[src/rtl/k16_panel_scan_pkg.sv]
// Shared constants for the front-panel scanner and the I/O register block:
// nibble/group geometry, group indices and control-switch bit positions.
package k16_panel_scan_pkg;

  localparam int unsigned NIB_W = 4;
  localparam int unsigned GRP_W = 3;
  localparam int unsigned N_GRP = 8;
  localparam int unsigned BUS_W = 16;
  localparam int unsigned CNT_W = 3;

  localparam logic [GRP_W-1:0] ADDR_GRP0 = 3'd0;
  localparam logic [GRP_W-1:0] ADDR_GRP1 = 3'd1;
  localparam logic [GRP_W-1:0] ADDR_GRP2 = 3'd2;
  localparam logic [GRP_W-1:0] ADDR_GRP3 = 3'd3;
  localparam logic [GRP_W-1:0] CTRL_GRP0 = 3'd4;
  localparam logic [GRP_W-1:0] CTRL_GRP1 = 3'd5;
  localparam logic [GRP_W-1:0] CTRL_GRP2 = 3'd6;
  localparam logic [GRP_W-1:0] CTRL_GRP3 = 3'd7;

  // Bit positions within ctrl_switches / ctrl_pulse
  localparam int unsigned EXAMINE      = 0;
  localparam int unsigned DEPOSIT      = 1;
  localparam int unsigned STOP         = 2;
  localparam int unsigned RESET        = 3;
  localparam int unsigned CONTINUE     = 4;
  localparam int unsigned START        = 5;
  localparam int unsigned DEPOSIT_NEXT = 6;
  localparam int unsigned EXAMINE_NEXT = 7;
  localparam int unsigned INST_STEP    = 8;

  // Select nibble idx of a 16-bit bus
  function automatic logic [NIB_W-1:0] grp_nibble(input logic [BUS_W-1:0] bus,
                                                  input logic [1:0]       idx);
    return bus[{idx, 2'b00} +: NIB_W];
  endfunction

endpackage

[src/rtl/k16_panel_scan_if.sv]
// Panel-side signal bundle: LED sources and raw switches in, scan strobes and
// debounced switch state out.
interface k16_panel_scan_if;
  import k16_panel_scan_pkg::*;

  logic [BUS_W-1:0] addr_leds;
  logic [BUS_W-1:0] data_leds;
  logic [NIB_W-1:0] io_switches;
  logic [GRP_W-1:0] io_addr;
  logic [NIB_W-1:0] io_leds;
  logic [BUS_W-1:0] addr_switches;
  logic [BUS_W-1:0] ctrl_switches;
  logic [BUS_W-1:0] ctrl_pulse;
  logic             frame_done;

  modport master (
    output addr_leds, data_leds, io_switches,
    input  io_addr, io_leds, addr_switches, ctrl_switches, ctrl_pulse, frame_done
  );

  modport slave (
    input  addr_leds, data_leds, io_switches,
    output io_addr, io_leds, addr_switches, ctrl_switches, ctrl_pulse, frame_done
  );
endinterface

[src/rtl/k16_nibble_debounce.sv]
// Debounces one 4-bit switch group: the output follows a sample only after
// DEBOUNCE_SCANS consecutive identical samples.
module k16_nibble_debounce
  import k16_panel_scan_pkg::*;
#(
  parameter int unsigned DEBOUNCE_SCANS = 4
) (
  input  logic             clk,
  input  logic             reset_n,
  input  logic             sample_en_i,
  input  logic [NIB_W-1:0] sample_i,
  output logic [NIB_W-1:0] deb_o
);

  localparam logic [CNT_W-1:0] CNT_MAX = CNT_W'(DEBOUNCE_SCANS - 1);

  logic [NIB_W-1:0] held_q, held_d;
  logic [NIB_W-1:0] deb_q, deb_d;
  logic [CNT_W-1:0] cnt_q, cnt_d;

  // A differing sample restarts the run; the run length saturates at CNT_MAX
  always_comb begin
    held_d = held_q;
    cnt_d  = cnt_q;
    deb_d  = deb_q;
    if (sample_en_i) begin
      if (sample_i != held_q) begin
        held_d = sample_i;
        cnt_d  = '0;
      end else if (cnt_q != CNT_MAX) begin
        cnt_d = cnt_q + 1'b1;
      end
      if (cnt_d == CNT_MAX) begin
        deb_d = sample_i;
      end
    end
  end

  always_ff @(posedge clk or negedge reset_n) begin
    if (!reset_n) begin
      held_q <= '0;
      cnt_q  <= '0;
      deb_q  <= '0;
    end else begin
      held_q <= held_d;
      cnt_q  <= cnt_d;
      deb_q  <= deb_d;
    end
  end

  assign deb_o = deb_q;

endmodule

[src/rtl/k16_panel_scan.sv]
// Front-panel scanner: walks 8 LED/switch groups, one per slot, drives the LED
// nibble for the active group and debounces the switch nibble read back.
module k16_panel_scan
  import k16_panel_scan_pkg::*;
#(
  parameter int unsigned SLOT_DIV       = 62500,
  parameter int unsigned DEBOUNCE_SCANS = 4
) (
  input  logic              clk,
  input  logic              reset_n,
  k16_panel_scan_if.slave   pnl
);

  localparam int unsigned       SLOT_W    = $clog2(SLOT_DIV);
  localparam logic [SLOT_W-1:0] SLOT_LAST = SLOT_W'(SLOT_DIV - 1);
  localparam int unsigned       HALF_GRP  = N_GRP / 2;

  logic [SLOT_W-1:0] slot_q, slot_d;
  logic [GRP_W-1:0]  grp_q, grp_d;
  logic [NIB_W-1:0]  leds_q, leds_d;
  logic [NIB_W-1:0]  sync1_q, sync2_q;
  logic              frame_done_q, frame_done_d;
  logic [BUS_W-1:0]  ctrl_prev_q;
  logic [BUS_W-1:0]  pulse_q, pulse_d;

  logic              slot_end_c;
  logic [NIB_W-1:0]  sample_c;
  logic [N_GRP-1:0]  sample_en_c;
  logic [BUS_W-1:0]  addr_sw_c;
  logic [BUS_W-1:0]  ctrl_sw_c;

  assign slot_end_c = (slot_q == SLOT_LAST);

  // Slot timing, LED nibble for the upcoming group, switch polarity, pulses
  always_comb begin
    slot_d       = slot_q + 1'b1;
    grp_d        = grp_q;
    leds_d       = leds_q;
    frame_done_d = 1'b0;
    sample_c     = (grp_q >= CTRL_GRP0) ? ~sync2_q : sync2_q;
    pulse_d      = ctrl_sw_c & ~ctrl_prev_q;
    if (slot_end_c) begin
      slot_d       = '0;
      grp_d        = grp_q + 1'b1;
      leds_d       = grp_d[GRP_W-1] ? grp_nibble(pnl.data_leds, grp_d[1:0])
                                    : grp_nibble(pnl.addr_leds, grp_d[1:0]);
      frame_done_d = (grp_q == CTRL_GRP3);
    end
  end

  always_ff @(posedge clk or negedge reset_n) begin
    if (!reset_n) begin
      slot_q       <= '0;
      grp_q        <= '0;
      leds_q       <= '0;
      sync1_q      <= '0;
      sync2_q      <= '0;
      frame_done_q <= 1'b0;
      ctrl_prev_q  <= '0;
      pulse_q      <= '0;
    end else begin
      slot_q       <= slot_d;
      grp_q        <= grp_d;
      leds_q       <= leds_d;
      sync1_q      <= pnl.io_switches;
      sync2_q      <= sync1_q;
      frame_done_q <= frame_done_d;
      ctrl_prev_q  <= ctrl_sw_c;
      pulse_q      <= pulse_d;
    end
  end

  for (genvar g = 0; g < N_GRP; g++) begin : g_grp
    logic [NIB_W-1:0] deb;

    assign sample_en_c[g] = slot_end_c && (grp_q == GRP_W'(g));

    k16_nibble_debounce #(
      .DEBOUNCE_SCANS (DEBOUNCE_SCANS)
    ) u_deb (
      .clk         (clk),
      .reset_n     (reset_n),
      .sample_en_i (sample_en_c[g]),
      .sample_i    (sample_c),
      .deb_o       (deb)
    );

    if (g < HALF_GRP) begin : g_addr
      assign addr_sw_c[g*NIB_W +: NIB_W] = deb;
    end else begin : g_ctrl
      assign ctrl_sw_c[(g-HALF_GRP)*NIB_W +: NIB_W] = deb;
    end
  end

  assign pnl.io_addr       = grp_q;
  assign pnl.io_leds       = leds_q;
  assign pnl.addr_switches = addr_sw_c;
  assign pnl.ctrl_switches = ctrl_sw_c;
  assign pnl.ctrl_pulse    = pulse_q;
  assign pnl.frame_done    = frame_done_q;

endmodule

[src/flat_wrapper.sv]
// flat-port wrapper written by rule: the top's interface ports become plain ports
module k16_panel_scan_flat import k16_panel_scan_pkg::*;
#(
  parameter int unsigned SLOT_DIV       = 62500,
  parameter int unsigned DEBOUNCE_SCANS = 4
)
  (clk, reset_n, pnl_addr_leds, pnl_data_leds, pnl_io_switches, pnl_io_addr, pnl_io_leds, pnl_addr_switches, pnl_ctrl_switches, pnl_ctrl_pulse, pnl_frame_done);
  k16_panel_scan_if pnl_i ();
  input  logic clk;
  input  logic reset_n;
  input wire logic [$bits(pnl_i.addr_leds)-1:0] pnl_addr_leds;
  input wire logic [$bits(pnl_i.data_leds)-1:0] pnl_data_leds;
  input wire logic [$bits(pnl_i.io_switches)-1:0] pnl_io_switches;
  output wire logic [$bits(pnl_i.io_addr)-1:0] pnl_io_addr;
  output wire logic [$bits(pnl_i.io_leds)-1:0] pnl_io_leds;
  output wire logic [$bits(pnl_i.addr_switches)-1:0] pnl_addr_switches;
  output wire logic [$bits(pnl_i.ctrl_switches)-1:0] pnl_ctrl_switches;
  output wire logic [$bits(pnl_i.ctrl_pulse)-1:0] pnl_ctrl_pulse;
  output wire logic [$bits(pnl_i.frame_done)-1:0] pnl_frame_done;
  assign pnl_i.addr_leds = pnl_addr_leds;
  assign pnl_i.data_leds = pnl_data_leds;
  assign pnl_i.io_switches = pnl_io_switches;
  assign pnl_io_addr = pnl_i.io_addr;
  assign pnl_io_leds = pnl_i.io_leds;
  assign pnl_addr_switches = pnl_i.addr_switches;
  assign pnl_ctrl_switches = pnl_i.ctrl_switches;
  assign pnl_ctrl_pulse = pnl_i.ctrl_pulse;
  assign pnl_frame_done = pnl_i.frame_done;
  k16_panel_scan #(.SLOT_DIV(SLOT_DIV), .DEBOUNCE_SCANS(DEBOUNCE_SCANS)) u_core (.clk(clk), .reset_n(reset_n), .pnl(pnl_i));
endmodule
[config.mk]
export PLATFORM = sky130hd
export DESIGN_NAME = k16_panel_scan_flat
export DESIGN_NICKNAME = d
export VERILOG_FILES = /design/src/rtl/k16_panel_scan_pkg.sv /design/src/rtl/k16_panel_scan_if.sv /design/src/rtl/k16_nibble_debounce.sv /design/src/rtl/k16_panel_scan.sv /design/src/flat_wrapper.sv
export SDC_FILE = /design/constraint.sdc
export NUM_CORES = 1
export LEC_CHECK = 0
export BUFFER_PORTS_ARGS = -buffer_cell sky130_fd_sc_hd__buf_2
export CORE_MARGIN = 2
export CORE_UTILIZATION = 58
export DETAILED_ROUTE_END_ITERATION = 10
export PLACE_DENSITY = 0.8
export RECOVER_POWER = 25
export SETUP_SLACK_MARGIN = 0.2
export SYNTH_ARGS = -nofsm -noshare
export SYNTH_HDL_FRONTEND = slang
export SYNTH_SLANG_ARGS = --single-unit
[constraint.sdc]
create_clock -name clk -period 3.17 [get_ports clk]
set_input_delay 0.634 -clock clk [delete_from_list [all_inputs] [get_ports clk]]
set_output_delay 0.634 -clock clk [all_outputs]
set_load 0.1 [all_outputs]
After elaboration in Yosys (flattened, before gate mapping)

Cells that the tools add are included.

RAM bits: 0
Logic and storage cells: 133
ROM bits: 0
Flip-flop bits (word level): 152
Latch bits: 0
Output and inout port bits: 56
Memories: 0

Add/sub/neg operators: 10
Reduce and logical (&&, ||, !) cells: 25
Order comparisons: 1
Divide/modulo/power cells: 0
Shift-type cells: 2
Bitwise operators: 3
$mul: 0
Equal/unequal tests: 32
Muxes and demuxes: 28

Operator list:

| kind                                                                    | count |
|---|---|
| 3-bit two-way mux                                                       | 24 |
| 4-bit inequality test                                                   | 8 |
| 2-bit AND reduction                                                     | 16 |
| 16-bit by 5-bit indexed part select with 4-bit output                   | 2 |
| 3-bit by 2-bit == test with 1-bit output, second input constant         | 10 |
| 3-bit by 1-bit adder with 3-bit output, second input constant           | 9 |
| 3-bit by 2-bit inequality test with 1-bit output, second input constant | 8 |
| 16-bit by 1-bit adder with 16-bit output, second input constant         | 1 |
| 16-bit bitwise AND                                                      | 1 |
| 16-bit == test, second input constant                                   | 1 |
| 16-bit two-way mux                                                      | 1 |
| 16-bit inverter                                                         | 1 |
| 3-bit == test, second input constant                                    | 4 |
| 1-bit logical AND                                                       | 8 |
| 4-bit two-way mux                                                       | 2 |
| 4-bit inverter                                                          | 1 |
| 3-bit by 1-bit == test with 1-bit output, second input constant         | 1 |
| 3-bit greater-or-equal comparator, second input constant                | 1 |
| 3-bit zero test                                                         | 1 |
| 1-bit two-way mux                                                       | 1 |

Longest topological paths before layout

Gate-level depths: netlist (run 1).

Word-level depth: 7
Depth in mapped cells: 8

Modules after synthesis

From an unflattened synthesis (run 1), not the netlist that was laid out.

Cell total of the unflattened synthesis: 542
Area, all modules: 6937.9 um^2

By module, submodules not included:

| module              | instances | cells an instance | area each (um^2) |
|---|---|---|---|
| k16_nibble_debounce | 8         | 44                | 545.5 |
| k16_panel_scan      | 1         | 190               | 2573.7 |

Least setup slack after synthesis (run 1)

No wires, ideal clock.

Path type: register to register
From: reg u_core.grp_q[2] (netlist: u_core.pnl.io_addr[2])
To: reg u_core.leds_q[0] (netlist: u_core.pnl.io_leds[0])
Buffers on the path: 2
Cell stages (with the launch flop): 8
Arrival time: 3168 ps
Slack: -124 ps
Period minus slack after synthesis: 3294 ps
Cell sequence: dfrtp_1 > clkinv_1 > clkbuf_1 > ha_1 > clkbuf_1 > mux4_2 > mux2i_1 > a21oi_1

Longest elaborated chain between the ends: 2

Ends and longest elaborated chain:

| item                                   | line                 | source |
|---|---|---|
| start: declaration                     | k16_panel_scan.sv:19 | `logic [GRP_W-1:0] grp_q, grp_d;` |
| start signal: assignment               | k16_panel_scan.sv:63 | `grp_q <= grp_d;` |
| 3-bit by 1-bit adder with 3-bit output | k16_panel_scan.sv:44 | `grp_d = grp_q + 1'b1;` |
| 4-bit two-way mux                      | k16_panel_scan.sv:45 | `leds_d = grp_d[GRP_W-1] ? grp_nibble(pnl.data_leds, grp_d[1:0])` |
| end signal: assignment                 | k16_panel_scan.sv:64 | `leds_q <= leds_d;` |
| end: declaration                       | k16_panel_scan.sv:20 | `logic [NIB_W-1:0] leds_q, leds_d;` |

No other way between the ends.
A chain may end at the register's enable or synchronous reset.

Final worst setup path (run 1)

From: reg u_core.slot_q[2]
To: reg u_core.g_grp[7].u_deb.deb_q[2]

Longest elaborated chain between the ends: 3

Ends and longest elaborated chain:

| item                          | line                      | source |
|---|---|---|
| start: declaration            | k16_panel_scan.sv:18      | `logic [SLOT_W-1:0] slot_q, slot_d;` |
| start signal: assignment      | k16_panel_scan.sv:62      | `slot_q <= slot_d;` |
| 16-bit == test                | k16_panel_scan.sv:32      | `assign slot_end_c = (slot_q == SLOT_LAST);` |
| 1-bit logical AND             | k16_panel_scan.sv:76      | `assign sample_en_c[g] = slot_end_c && (grp_q == GRP_W'(g));` |
| 2-bit AND reduction (no line) | -                         |  |
| end signal: assignment        | k16_nibble_debounce.sv:43 | `deb_q <= '0;` |
| end signal: assignment        | k16_nibble_debounce.sv:47 | `deb_q <= deb_d;` |
| end: declaration              | k16_nibble_debounce.sv:18 | `logic [NIB_W-1:0] deb_q, deb_d;` |

No other way between the ends.

==> results of run 1 <==
==> metrics by stage <==
stage	instances	worst slack (ns)
after floorplan	549	0.276
after global placement	778	0.603
after detailed placement	778	0.532
after CTS	809	0.506
after global routing	809	0.384
final	809	0.526
==> cells by family (layout without fill, tap and decap cells) <==
kind of cell               count (synthesis)  in the layout  share of synthesized area [%]
and+or+nand+nor                          165            165                           15.3
DFF                                      152            152                           54.5
muxes                                     77             77                           13.7
AOI/OAI and AO/OA                         59             59                           5.62
xor gates and xnor gates                  50             50                           6.28
buffers and inverters                     31            144                           1.92
adders and majority gates                 15             15                           2.69
==> metal layers <==
layer / vias up / global-route usage, % / wire length (um)
met2: 133 / 38.9 / 7260
li1: 2177 / - / -
met4: 0 / 9.92 / 251
met3: 21 / 5.79 / 726
met1: 2369 / 30.6 / 6140
met5: - / 0 / 0
==> sequential cells by signal, summed over array words and instances (netlist names) <==
signal                     cells
u_core.pnl.ctrl_pulse         16
u_core.sync1_q                 4
u_core.ctrl_prev_q            16
u_core.sync2_q                 4
u_core.g_grp.u_deb.deb_o      32
u_core.g_grp.u_deb.cnt_q      24
u_core.pnl.io_addr             3
u_core.pnl.io_leds             4
u_core.slot_q                 16
u_core.pnl.frame_done          1
u_core.g_grp.u_deb.held_q     32
==> final cells by class <==
| class | instances | share of cell area [%] |
|---|---|---|
| timing repair buffer | 105 | 7.00 |
| multi-input combinational | 366 | 36.7 |
| clock inverter | 7 | 1.66 |
| sequential | 152 | 45.9 |
| tap | 147 | 2.22 |
| clock buffer | 24 | 6.17 |
| inverter | 8 | 0.362 |
==> power groups by stage <==
stage | Clock [mW] | Combinational (mW) | Sequential (mW)
after floorplan | 0 | 0.0517 | 1.98
after detailed placement | 0 | 0.124 | 2.00
after CTS | 2.22 | 0.124 | 1.96
after global placement | 0 | 0.120 | 2.00
final | 2.19 | 0.121 | 1.96
after global routing | 2.31 | 0.135 | 1.96
==> synthesized netlist by cell type (14+ instances only) <==
cell,number,area share (%)
ha_1,15,2.7
a21oi_1,14,1.0
nand2_1,25,1.3
nor2b_1,22,2.0
o21ai_0,17,1.2
nand3_1,22,1.6
xor2_1,21,2.6
dfrtp_1,152,55
mux2_2,65,10
nor2_1,16,0.86
xnor2_1,29,3.6
==> final timing paths <==
| check | startpoint | depth (start not counted) | endpoint | slack [ns] |
|---|---|---|---|---|
| min in group asynchronous | reset_n | 1 | u_core.pnl.ctrl_pulse[12] | 0.69 |
| hold reg to reg | u_core.sync1_q[2] | 0 | u_core.sync2_q[2] | 0.35 |
| max in group asynchronous | reset_n | 2 | u_core.pnl.io_addr[2] | 1.24 |
| setup / recovery | u_core.slot_q[2] | 6 | u_core.g_grp[7].u_deb.deb_o[2] | 0.53 |
| setup reg to reg | u_core.slot_q[2] | 6 | u_core.g_grp[7].u_deb.deb_o[2] | 0.53 |
| hold / removal | pnl_io_switches[1] | 1 | u_core.sync1_q[1] | 0.31 |
==> flow_summary.ini, run 1 <==
[run_status]
status = finished, violations left
failed_checks = max-capacitance violations, max-slew violations

[timing]
slew_viol_final = 75
setup_viol = 0
tns_ns = 0
clock_skew_ns = 0.00716
rsz0062_at_grt = false
hold_ws_ns = 0.310
hold_violations = 0
finalCriticalPeriod_ns = 2.64
slew_headroom_pct = -25.4
post-route-period-util_pct = 83.4
fmax_mhz = 378
tightest_slew_ns = 1.88

[clocking]
worstSkewPairLatency_ns = 0.43
root_buffer = clkbuf_16
post_cts_resized = 0
cts_max_level = 4
cts.sinks = 152
postCtsHoldBufs = 0
cts_tree = yes
post-cts-setup-buffer-count = 0
clkTransAtPathRegs_ns = 0.06
cts_buffers = 17
ctsLongestPathBuffers = 2

[die]
coreArea_mm2 = 0.0119
dieHeight_um = 114
top_level_ports = 94
die_w_um = 114
initial_core_util_pct = 58.8
dieArea_mm2 = 0.0129
fp-row-count = 40

[place]
place.detailed.hpwl_mm = 9.59
place_congestion = 0.763
placed_cell_area_mm2 = 0.00765
io_buffers = 93

[yosys]
synth_edf_count = 0
synthArstFlopShare_pct = 100
ys_ff_latch = 152
avgSynthCellArea_um2 = 12.7
synthesis.area_mm2 = 0.00697
synthDistinctLibCells = 48
yosysWarnings = 0
synth_seq_area_share_pct = 54.5
synth-main-ff-cell = dfrtp_1
synth_nets = 602
synthCells = 549

[cells_and_area]
final_nets = 703
final_common_cell = dfrtp_1
seqCellArea_mm2 = 0.00380
stdcell_area_mm2 = 0.00829
mostFrequentLayoutCells = 151 x dfrtp_1, 92 x buf_2, 65 x mux2_2
antennaDiodeCount = 0
fillCellCount = 811
drive_above_1_share_pct = 33.7
syn_to_final_growth_pct = 18.9
postLayoutCoreUtil_pct = 69.9
multi_input_area_mm2 = 0.00304

[critical_path]
cp.arrival_ns = 2.95
worstSetupEndpointType = flip-flop
start_kind = flip-flop
slowest_delay_ns = 0.58
path_class = flip-flop to flip-flop
cp_top_family = simple AND/OR/NAND/NOR gates
crit_chain = or4_4, nor4_2, buf_12, nand2_1, nor4_4, mux2_2
cp_max_fo = 20
worst_path_max_delay_cell = or4_4
cp.required_ns = 3.48
path_buf_inv = 1

[power]
p_int_mw = 3.43
power.share.combinational_pct = 2.8
switching_share_pct = 19.7
p_clk_share_pct = 51.2
pwr_density_cell_mw_per_mm2 = 515
p_total_mw = 4.27
p_sw_uw = 840
seqPwrFrac_pct = 45.9
ir_worst_vdd_mv = 0.482
p_leak_nw = 4.15

[drt]
routed_via_density = 5.81
totalWireLength_mm = 14.4
dr_total_vias = 4700
drt-initial-drc-count = 293
wire_per_inst_um = 17.8
first_pass_iters = 4
ant_nets = 0
drc = 0

[min_path]
hold_path.class = input port to flip-flop

[global_route]
grt-ovfl-total = 0
track_usage_pct = 23.8
grt_max_degree = 76
grt_pass1_wl_mm = 23.7
grt_pass1_vias = 4859
grt_antenna_before_repair = 0

[flow_run]
cap_violations = 1
(Power assumes the default switching activity.)
==> run 2: changes to the inputs <==
Settings changed: CORE_UTILIZATION 58 to 52, PLACE_DENSITY 0.8 to 0.76.
Clock period 3.17 ns to 2.2 ns, I/O delays scaled along.
==> run 2 against run 1 <==
  * The run ends with negative setup slack left
  * Combinational power grew 79%
  * First-iteration DRC count shrank 9.9%
  * Sequential power grew 43%
  * Cell count grew 13%
  * Design area grew 18%
  * Core utilization grew 4.6 points
  * Global-route usage grew 1.1 points
  * Sequential share of layout area shrank 7.0 points
==> flow_summary.ini, run 2 (synthesis results as in run 1) <==
[cells_and_area]
final_nets = 776
drive_above_1_share_pct = 49.8
syn_to_final_growth_pct = 40.8
antennaDiodeCount = 0
postLayoutCoreUtil_pct = 74.5
final_common_cell = dfrtp_1
mostFrequentLayoutCells = 149 x dfrtp_1, 92 x buf_2, 50 x buf_4

[die]
dieHeight_um = 120
die_w_um = 120
fp-row-count = 42
initial_core_util_pct = 52.9
dieArea_mm2 = 0.0144
top_level_ports = 94
coreArea_mm2 = 0.0132

[global_route]
grt_pass1_vias = 5431
grt_antenna_before_repair = 0
grt_max_degree = 45
grt_pass1_wl_mm = 27.5
track_usage_pct = 24.9
grt-ovfl-total = 0

[critical_path]
path_class = flip-flop to flip-flop
cp.required_ns = 2.51
startpoint = u_core.slot_q[7]
cp.arrival_ns = 2.64
cp_max_fo = 4
start_kind = flip-flop
slowest_delay_ns = 0.55
r2r_start = u_core.slot_q[7]
crit_chain = or4_4, nor4_4, buf_4, buf_8, nand3_4, nor3_4, mux2_4
worstSetupEndpointType = flip-flop
worst_path_max_delay_cell = or4_4

[place]
place.detailed.hpwl_mm = 10.8
io_buffers = 93
place_congestion = 0.790

[drt]
dr_total_vias = 5169
routed_via_density = 5.67
routed-wl-met3_um = 740
drc = 0
wl_met1_mm = 7.21
top_layer_used = met4
ant_nets = 0
met2WireLength_mm = 9.37
first_pass_iters = 7
drt-initial-drc-count = 264
totalWireLength_mm = 17.9
wire_per_inst_um = 19.6

[flow_run]
cap_violations = 0

[timing]
tightest_slew_ns = 1.13
hold_violations = 0
tns_ns = -4.06
slew_headroom_pct = 24.4
clock_skew_ns = 0.0127
final.setup.worst_slack_ns = -0.130
rsz0062_at_grt = true
finalCriticalPeriod_ns = 2.33
slew_viol_final = 0
fmax_mhz = 429
post-route-period-util_pct = 106
setup_viol = 70

[clocking]
root_buffer = clkbuf_16
cts_tree = yes
cts.sinks = 152
cts_buffers = 17
clkTransAtPathRegs_ns = 0.07
cts_max_level = 4
worstSkewPairLatency_ns = 0.43
ctsLongestPathBuffers = 2

[min_path]
hold_path.class = input port to flip-flop
hold_path_startpoint = pnl_io_switches[2]

[power]
ir_worst_vdd_mv = 0.486
p_leak_nw = 4.77
p_total_mw = 5.97
pwr_density_cell_mw_per_mm2 = 608

[run_status]
failed_checks = negative setup slack
status = finished, violations left
==> run 2: cell count changes in the layout (fill, tap and decap cells not counted), sizes merged <==
cell	delta
buf	+71
inv	+7
clkbuf	-6
bufinv	-2
clkinv	+2
dlygate4sd3	+1
==> run 2: power breakdown <==
group | total (mW) | internal (mW) | switching, mW
clock network | 2.94 | 1.69 | 1.25
logic | 0.217 | 0.0809 | 0.136
registers | 2.81 | 2.80 | 0.00810
total | 5.97 | 4.58 | 1.39
==> run 2: repair_timing <==
item	4_1_cts	5_1_grt
setup endpoints to repair	98	102
hold buffers	1	0
pin swaps	21	22
buffers inserted	15	15
endpoints found under the hold margin	41	0
gates cloned	2	1
resized for setup	80	66
==> run 2: cell type report <==
type / instances / area (um^2)
clock buffers: 17 / 425
clock inverters: 14 / 163
fillers: 789 / 3370
inverters: 8 / 35.0
multi-input cells: 366 / 3790
flip-flops and latches: 152 / 3810
well taps: 176 / 220
repair buffers: 178 / 1370
==> run 2: worst max-delay path, delay by kind of cell, from the launching register on <==
kind | cells | cell delay [ns]
flops | 1 | 0.38
buf+inv | 2 | 0.31
mux | 1 | 0.33
simple gates | 4 | 1.18
==> run 2: final timing paths <==
kind | end | slack (ns) | cells past startpoint
setup / recovery | u_core.g_grp[1].u_deb.deb_o[0] | -0.13 | 7
hold / removal | u_core.sync1_q[2] | 0.11 | 1
setup reg to reg | u_core.g_grp[1].u_deb.deb_o[0] | -0.13 | 7
hold reg to reg | u_core.sync2_q[2] | 0.35 | 0
max in group asynchronous | u_core.g_grp[1].u_deb.held_q[0] | 0.45 | 3
min in group asynchronous | u_core.pnl.ctrl_pulse[12] | 0.78 | 2
==> run 2: metal layers <==
metal  vias to the layer above  GRT usage [%]
met5                         -              0
met4                         0           12.3
met3                        39           4.56
met2                       172           42.2
met1                      2630           30.8
li1                       2328              -
==> run 2: stage by stage <==
stage / setup WS, ns / instance area [um^2] / hold slack (ns) / instances
finish: -0.130 / 9820 / 0.112 / 911
global route: -0.250 / 9820 / 0.0938 / 911
CTS: -0.150 / 9370 / 0.0905 / 895
detailed placement: -0.148 / 8210 / 0.336 / 846
global placement: -0.104 / 8210 / 0.333 / 846
floorplan: 0.0307 / 7230 / 0.144 / 549
==> run 3: changes to the inputs <==
Settings changed: SKIP_CTS_REPAIR_TIMING set to 1.
==> run 3 against run 2 <==
  * The flow still finishes with violations (negative setup slack)
  * Total power is 0.11% lower
  * Cell count is 2.1% lower
  * Register-to-register slack worse by 0.05 ns
  * Flip-flop and latch count stayed put
  * Critical path type unchanged
  * Design area is 3.9% lower
  * Critical endpoint is now u_core.g_grp[5].u_deb.deb_o[2]
  * Hold slack worse by 0.0021 ns
  * Non-clock buffer count is 19 lower
  * Sequential share of layout area is 1.6 points higher
==> flow_summary.ini, run 3 (synthesis results as in run 1) <==
[cells_and_area]
drive_above_1_share_pct = 47.8
antennaDiodeCount = 0
seqCellArea_mm2 = 0.00381
final_common_cell = dfrtp_1
postLayoutCoreUtil_pct = 71.5
final_nets = 757
finalNonFillerCells = 892
syn_to_final_growth_pct = 35.3
multi_input_area_mm2 = 0.00366
fillCellCount = 866
mostFrequentLayoutCells = 149 x dfrtp_1, 92 x buf_2, 44 x buf_4

[clocking]
cts.sinks = 152
clkTransAtPathRegs_ns = 0.07
root_buffer = clkbuf_16
cts_buffers = 17
ctsLongestPathBuffers = 2
cts_tree = yes
worstSkewPairLatency_ns = 0.43
cts_max_level = 4

[timing]
hold_ws_ns = 0.110
fmax_mhz = 420
slew_viol_final = 0
post-route-period-util_pct = 108
final.setup.worst_slack_ns = -0.181
tightest_slew_ns = 1.13
clock_skew_ns = 0.0135
slew_headroom_pct = 24.6
setup_viol = 60
rsz0062_at_grt = true
finalCriticalPeriod_ns = 2.38
hold_violations = 0

[critical_path]
slowest_delay_ns = 0.58
path_buf_inv = 2
cp.required_ns = 2.51
crit_top_cell = buf_6
start_kind = flip-flop
cp_max_fo = 7
cp.arrival_ns = 2.69
worst_path_max_delay_cell = or4_4
worstSetupEndpointType = flip-flop
crit_chain = or4_4, nor4_4, buf_6, buf_6, nand3_2, nor3_4, mux2_2
path_class = flip-flop to flip-flop
cp_top_family = simple AND/OR/NAND/NOR gates

[global_route]
grt_pass1_vias = 5111
track_usage_pct = 22.9
grt_antenna_before_repair = 0
grt_max_degree = 45
grt_pass1_wl_mm = 25.2
grt-ovfl-total = 0

[run_status]
failed_checks = negative setup slack
status = finished, violations left

[place]
place.detailed.hpwl_mm = 10.8
place_congestion = 0.790
post-place-ws_ns = -0.148
placed_cells_incl_taps = 846
io_buffers = 93

[die]
die_w_um = 120
dieArea_mm2 = 0.0144
fp-row-count = 42
coreArea_mm2 = 0.0132
top_level_ports = 94
dieHeight_um = 120
initial_core_util_pct = 52.9

[power]
pwr_density_cell_mw_per_mm2 = 632
ir_worst_vdd_mv = 0.485
p_leak_nw = 4.64

[drt]
dr_total_vias = 5061
totalWireLength_mm = 17.1
first_pass_iters = 4
ant_nets = 0
drt-initial-drc-count = 293
drc = 0
wire_per_inst_um = 19.2
routed_via_density = 5.67

[min_path]
hold_path.class = input port to flip-flop

[flow_run]
cap_violations = 0
## run 3: cell types whose count changed in the layout (fill, tap and decap cells not counted), moves of 3 or more
cell,change
mux2_2,+12
buf_6,-7
a21oi_4,-3
buf_4,-6
a21oi_2,+3
mux2_4,-12
buf_12,-4
## run 3: final timing paths
path / from / to / slack [ns] / depth (start not counted)
setup reg to reg: u_core.slot_q[2] / u_core.g_grp[5].u_deb.deb_o[2] / -0.18 / 7
hold / removal: pnl_io_switches[2] / u_core.sync1_q[2] / 0.11 / 1
max in group asynchronous: reset_n / u_core.g_grp[1].u_deb.held_q[0] / 0.46 / 3
min in group asynchronous: reset_n / u_core.g_grp[2].u_deb.deb_o[3] / 0.77 / 2
hold reg to reg: u_core.sync1_q[2] / u_core.sync2_q[2] / 0.35 / 0
setup / recovery: u_core.slot_q[2] / u_core.g_grp[5].u_deb.deb_o[2] / -0.18 / 7
## run 3: cell type report
type	count	area share, %
Sequential cell	152	40.4
Multi-Input combinational cell	366	38.7
Timing Repair Buffer	159	11.9
Clock buffer	17	4.51
Tap cell	176	2.33
Clock inverter	14	1.72
Inverter	8	0.371
## run 3: through the flow
step	setup TNS [ns]	cell area (um^2)	power, mW
3_5_place_dp	-5.55	8210	3.07
2_1_floorplan	0	7230	2.93
3_3_place_gp	-3.24	8210	3.06
5_1_grt	-10.37	9440	6.14
6_report	-5.17	9440	5.97
4_1_cts	-6.88	8800	5.99
## run 3: metal layers
| layer | share of wire [%] | global-route usage [%] |
|---|---|---|
| met5 | 0 | 0 |
| met4 | 2.6 | 10.9 |
| met3 | 3.6 | 4.13 |
| met2 | 53 | 39.0 |
| met1 | 41 | 28.4 |
## run 3: power breakdown
part	internal, mW	switching, mW
registers	2.80	0.00787
logic	0.0804	0.132
clock network	1.70	1.25
